--- src/rtl/bitserial_pkg.sv ---
// Shared types and defaults for the bit-serial multiplier sequencer and PE arrays.
package bitserial_pkg;

    localparam int unsigned WIDTH_DEF = 8;
    localparam int unsigned DEPTH_DEF = 3;

    typedef enum logic [1:0] {
        IDLE,
        MUL,
        OUT
    } state_e;

    // Width that holds 16 full-scale signed products without overflow.
    function automatic int unsigned acc_width(input int unsigned w);
        return 2 * w + 4;
    endfunction

endpackage

--- src/rtl/serial_shift_add.sv ---
// Shift-add datapath: one partial-product step per cycle, LSB first,
// with the MSB step subtracted to give the multiplier its two's-complement weight.
module serial_shift_add
    import bitserial_pkg::*;
#(
    parameter int unsigned WIDTH = WIDTH_DEF,
    parameter int unsigned DEPTH = DEPTH_DEF,
    parameter int unsigned ACCW  = acc_width(WIDTH)
) (
    input  logic             clk,
    input  logic             rst_n,
    input  logic             clr,
    input  logic             start,
    input  logic             en,
    input  logic [WIDTH-1:0] a,
    input  logic [WIDTH-1:0] b,
    input  logic [DEPTH-1:0] bit_idx,
    output logic [ACCW-1:0]  product
);

    logic [ACCW-1:0] partial_q;
    logic [ACCW-1:0] partial_d;
    logic [ACCW-1:0] b_ext;
    logic [ACCW-1:0] shifted;
    logic [ACCW-1:0] term;

    always_comb begin
        b_ext   = {{(ACCW-WIDTH){b[WIDTH-1]}}, b};
        shifted = b_ext << bit_idx;
        term    = '0;
        if (a[bit_idx]) begin
            term = (bit_idx == DEPTH'(WIDTH - 1)) ? (~shifted + 1'b1) : shifted;
        end
        // Includes the current step so the top can fold it in on the final bit.
        product = partial_q + term;
    end

    always_comb begin
        partial_d = partial_q;
        if (clr || start) begin
            partial_d = '0;
        end else if (en) begin
            partial_d = product;
        end
    end

    always_ff @(posedge clk or negedge rst_n) begin
        if (!rst_n) begin
            partial_q <= '0;
        end else begin
            partial_q <= partial_d;
        end
    end

endmodule

--- src/rtl/bitserial_mac_seq.sv ---
// Sequencer for the bit-serial MAC: accepts signed pairs, runs WIDTH serial steps each,
// accumulates, and emits the dot product when the pair tagged last finishes.
module bitserial_mac_seq
    import bitserial_pkg::*;
#(
    parameter int unsigned WIDTH = WIDTH_DEF,
    parameter int unsigned DEPTH = DEPTH_DEF,
    parameter int unsigned ACCW  = acc_width(WIDTH)
) (
    input  logic             clk,
    input  logic             rst_n,
    input  logic             clr,
    input  logic             in_valid,
    output logic             in_ready,
    input  logic [WIDTH-1:0] in_a,
    input  logic [WIDTH-1:0] in_b,
    input  logic             in_last,
    output logic             out_valid,
    input  logic             out_ready,
    output logic [ACCW-1:0]  out_data,
    output logic             busy,
    output logic             pe_clr,
    output logic [DEPTH-1:0] bit_idx
);

    localparam logic [DEPTH-1:0] LAST_IDX = DEPTH'(WIDTH - 1);

    state_e           state_q, state_d;
    logic [WIDTH-1:0] a_q, a_d;
    logic [WIDTH-1:0] b_q, b_d;
    logic             last_q, last_d;
    logic [DEPTH-1:0] bit_idx_q, bit_idx_d;
    logic [ACCW-1:0]  acc_q, acc_d;
    logic [ACCW-1:0]  out_data_q, out_data_d;
    logic             start;
    logic             mul_en;
    logic [ACCW-1:0]  product;

    serial_shift_add #(
        .WIDTH (WIDTH),
        .DEPTH (DEPTH),
        .ACCW  (ACCW)
    ) u_shift_add (
        .clk     (clk),
        .rst_n   (rst_n),
        .clr     (clr),
        .start   (start),
        .en      (mul_en),
        .a       (a_q),
        .b       (b_q),
        .bit_idx (bit_idx_q),
        .product (product)
    );

    always_comb begin
        state_d    = state_q;
        a_d        = a_q;
        b_d        = b_q;
        last_d     = last_q;
        bit_idx_d  = bit_idx_q;
        acc_d      = acc_q;
        out_data_d = out_data_q;
        start      = 1'b0;
        mul_en     = 1'b0;

        if (clr) begin
            state_d    = IDLE;
            bit_idx_d  = '0;
            acc_d      = '0;
            out_data_d = '0;
        end else begin
            unique case (state_q)
                IDLE: begin
                    if (in_valid) begin
                        a_d       = in_a;
                        b_d       = in_b;
                        last_d    = in_last;
                        bit_idx_d = '0;
                        start     = 1'b1;
                        state_d   = MUL;
                    end
                end
                MUL: begin
                    mul_en = 1'b1;
                    if (bit_idx_q == LAST_IDX) begin
                        bit_idx_d = '0;
                        if (last_q) begin
                            out_data_d = acc_q + product;
                            acc_d      = '0;
                            state_d    = OUT;
                        end else begin
                            acc_d   = acc_q + product;
                            state_d = IDLE;
                        end
                    end else begin
                        bit_idx_d = bit_idx_q + 1'b1;
                    end
                end
                OUT: begin
                    if (out_ready) begin
                        state_d = IDLE;
                    end
                end
                default: state_d = IDLE;
            endcase
        end
    end

    always_ff @(posedge clk or negedge rst_n) begin
        if (!rst_n) begin
            state_q    <= IDLE;
            a_q        <= '0;
            b_q        <= '0;
            last_q     <= 1'b0;
            bit_idx_q  <= '0;
            acc_q      <= '0;
            out_data_q <= '0;
        end else begin
            state_q    <= state_d;
            a_q        <= a_d;
            b_q        <= b_d;
            last_q     <= last_d;
            bit_idx_q  <= bit_idx_d;
            acc_q      <= acc_d;
            out_data_q <= out_data_d;
        end
    end

    assign in_ready  = (state_q == IDLE);
    assign busy      = (state_q != IDLE);
    assign pe_clr    = (state_q != MUL);
    assign out_valid = (state_q == OUT);
    assign out_data  = out_data_q;
    assign bit_idx   = bit_idx_q;

endmodule

--- config.mk ---
export PLATFORM = sky130hd
export DESIGN_NAME = bitserial_mac_seq
export DESIGN_NICKNAME = d
export VERILOG_FILES = /design/src/rtl/bitserial_pkg.sv /design/src/rtl/serial_shift_add.sv /design/src/rtl/bitserial_mac_seq.sv
export SDC_FILE = /design/constraint.sdc
export NUM_CORES = 1
export LEC_CHECK = 0
export ABC_AREA = 1
export ABC_CLOCK_PERIOD_IN_PS = 5700
export BUFFER_PORTS_ARGS = -buffer_cell sky130_fd_sc_hd__buf_4
export CELL_PAD_IN_SITES_DETAIL_PLACEMENT = 1
export CELL_PAD_IN_SITES_GLOBAL_PLACEMENT = 1
export CORE_AREA = 2 2 122 124
export DETAILED_ROUTE_END_ITERATION = 6
export DIE_AREA = 0 0 124 126
export PLACE_DENSITY = 0.88
export SKIP_LAST_GASP = 1
export SYNTH_ARGS = -nofsm -noshare
export SYNTH_HDL_FRONTEND = slang
export SYNTH_HIERARCHICAL = 1
export SYNTH_SLANG_ARGS = --single-unit
--- constraint.sdc ---
create_clock -name clk -period 5.7 [get_ports clk]
set_clock_uncertainty 0.1 [all_clocks]
set_input_delay 1.14 -clock clk [delete_from_list [all_inputs] [get_ports clk]]
set_output_delay 1.14 -clock clk [all_outputs]
set_load 0.1 [all_outputs]
==> results.yml <==
placement:
  io_buffers: 48
  post-dp-hpwl_um: 13900
  place.gp.congestion: 0.884
detailed_routing:
  drcViolationCount: 0
  wire_per_inst_um: 16.7
  dr.first_iter.drc_count: 287
  viasPerCell: 5.40
  firstDrtPassIters: 4
  vias: 5951
  wl_um: 18400
  detail-route-antenna-nets: 0
flow_run:
  max_cap_viol_count: 0
setup_path:
  path_class: "reg2reg"
  cp_max_fo: 12
  rr_worst_depth: 26
  r2r-end: "out_data[19]"
  cpPeakStageDelay_ns: 0.46
  cp-startpoint: "bit_idx[1]"
  worstSetupEndpoint: "out_data[19]"
  cp_slowest_cell: "fa_1"
  crit_path_end_kind: "register"
  arrival_ns: 5.30
  cp_num_cells: 26
  crit_family: "compound AO/OA/AOI/OAI gates"
  r2r-start: "bit_idx[1]"
  critPathLaunchType: "register"
  r2r_slack_ns: 0.54
  cp.required_ns: 5.84
  crit_buf_inv: 4
clocking:
  clock_latency_ns: 0.36
  cts_tree: "built"
  clock_path_buffers: 2
  cts_setup_buffers: 0
  ctsHoldBuffers: 0
  cts_root_buf: "clkbuf_16"
  cts-resized-gates: 0
  cts.clk_slew.worst_paths_ns: 0.06
  cts_buffers: 9
  cts.sinks: 82
  ctsHtreeMaxLevel: 3
yosys:
  synth-seq-cells: 82
  synth_flop_cell: "dfrtp_1"
  syn-cell-area_um2: 6130
  postSynthAreaPerCell_um2: 7.04
  yosysWarnings: 6
  synthArstFlopShare_pct: 100
  synth.distinct_cells: 46
  syn_nets: 934
  netlist_instances: 870
  yosysSeqAreaShare_pct: 33.5
  synth-edff-count: 0
die:
  dieArea_um2: 15600
  die_x_um: 124
  initial_core_util_pct: 42.8
  die_h_um: 126
  io_pins: 49
  coreArea_um2: 14300
  rows: 44
hold_path:
  hold_path.class: "reg2reg"
power:
  sw_frac_of_total_pct: 44.9
  p_sw_w: 0.00116
  finalPower_w: 0.00259
  power_frac_comb_pct: 44.1
  p_int_w: 0.00143
  p_per_area_nw_per_um2: 372
  p_leak_nw: 3.81
  p_seq_share_pct: 29.3
  clkPwrFrac_pct: 26.6
  peakVddDrop_uv: 245
final_layout:
  utilization_pct: 48.6
  final_nets: 978
  syn2layout_area_growth_pct: 13.6
  fillCellCount: 1868
  layout-drive-gt1-share_pct: 13.3
  diodes: 0
global_route:
  grt_pass1_vias: 6433
  grt_pass1_wl_um: 31400
  grt_max_degree: 50
  grt_overflow: 0
  antenna_found_initial: 0
  grt.total_usage_pct: 25.6
timing:
  post-route-period-util_pct: 90.5
  tns_ns: 0
  period_minus_slack_ns: 5.16
  clock.fmax_ghz: 0.194
  report.final.setup_viol: 0
  slew_violations: 0
  hold_violations: 0
  tightest_slew_ns: 0.651
  rsz0062_at_grt: "no"
  slew-limit-headroom_pct: 56.6
outcome:
  status: "complete, no violations"
==> synthesized netlist by cell type (7+ instances only) <==
cell	instances	area (um^2)
ha_1	40	500
nor2_1	61	229
xor2_1	9	78.8
inv_1	79	297
o21ai_0	36	180
inv_2	13	48.8
nor3_1	7	35.0
nand4_1	22	138
nand2_2	8	50.1
a22o_1	7	61.3
a21oi_1	51	255
dfrtp_1	82	2050
nand3_1	45	225
o21ai_1	22	110
o21ai_2	9	78.8
nand2_1	301	1130
xnor2_1	9	78.8
==> cells in the final DEF (no fill, tap or decap), types with 2 or more instances in the layout <==
master / instances
clkbuf_16: 9
nand3_1: 45
nand4_1: 22
inv_2: 13
buf_4: 53
nand2_2: 8
a21oi_1: 51
nand2_4: 2
nor2_2: 6
o21a_1: 2
fa_1: 2
o21ai_1: 22
o22ai_1: 2
or2_2: 2
xnor2_1: 9
o21ai_2: 9
dfrtp_1: 82
nor2_4: 2
a21o_1: 2
nand3b_1: 6
nand3_2: 6
inv_1: 79
o21ai_0: 36
and2_1: 3
a22o_1: 7
nor2_1: 61
ha_1: 40
o21bai_1: 2
nor3_1: 7
xor2_1: 9
bufinv_16: 3
nand2_1: 301
==> how the worst min path moves through the flow <==
stage / to / startpoint / depth (start not counted) / slack, ns
finish: out_data[15] / out_data[15] / 2 / 0.38
global placement: out_data[16] / out_data[16] / 2 / 0.37
floorplan: a_q[2] / a_q[2] / 2 / 0.34
detailed placement: out_data[14] / out_data[14] / 2 / 0.38
global route: out_data[0] / out_data[0] / 2 / 0.41
CTS: out_data[15] / out_data[15] / 2 / 0.39
==> power by group through the flow <==
stage / sequential [W] / clock (W) / combinational (W)
floorplan: 0.00101 / 0 / 0.000604
global route: 0.000771 / 0.000719 / 0.00125
global placement: 0.000764 / 0 / 0.00110
finish: 0.000758 / 0.000689 / 0.00114
CTS: 0.000759 / 0.000698 / 0.00114
detailed placement: 0.000766 / 0 / 0.00113
==> flip-flops by register name, indices dropped and copies added (netlist names) <==
| signal | count |
|---|---|
| acc_q | 20 |
| out_data | 20 |
| u_shift_add/partial_q | 20 |
| a_q | 8 |
| b_q | 8 |
| bit_idx | 3 |
| state_q | 2 |
| last_q | 1 |
==> through the flow <==
step / hold slack, ns / worst slack, ns / instance area (um^2) / instances
global route: 0.412 / 0.106 / 6960 / 1102
detailed placement: 0.376 / 0.777 / 6620 / 1087
finish: 0.384 / 0.539 / 6960 / 1102
global placement: 0.368 / 0.935 / 6620 / 1087
floorplan: 0.344 / 0.928 / 6130 / 870
CTS: 0.391 / 0.624 / 6960 / 1102
==> area by class of cell <==
class / count / area [um^2] / share of cell area [%]
inverters: 93 / 352 / 5.05
clock buffers: 10 / 239 / 3.43
well taps: 184 / 230 / 3.31
clock inverters: 5 / 103 / 1.47
repair buffers: 53 / 398 / 5.72
multi-input cells: 675 / 3580 / 51.5
flip-flops and latches: 82 / 2050 / 29.5
==> cell families (layout without fill, tap and decap cells) <==
kind of cell | count (synthesis) | count (layout) | share of synthesized area, %
AOI/OAI and AO/OA | 141 | 141 | 13.4
DFF | 82 | 82 | 33.5
xor gates and xnor gates | 18 | 18 | 2.57
adders and majority gates | 42 | 42 | 8.82
and+or+nand+nor | 474 | 474 | 33.8
buffers and inverters | 113 | 161 | 8.00
==> routing by layer <==
metal  vias up  global-route usage (%)  share of wire (%)
li1       2938                       -                  -
met1      2914                    32.1                 45
met2        77                    44.9                 51
met3        22                    3.99                2.5
met4         0                    7.53                1.7
met5         -                       0                  0
==> worst min-delay path, delay by kind of cell, from the launching register on <==
family	cells	cell delay, ns
flops	1	0.34
simple gates	2	0.11
Power figures use the tool's default switching activity.
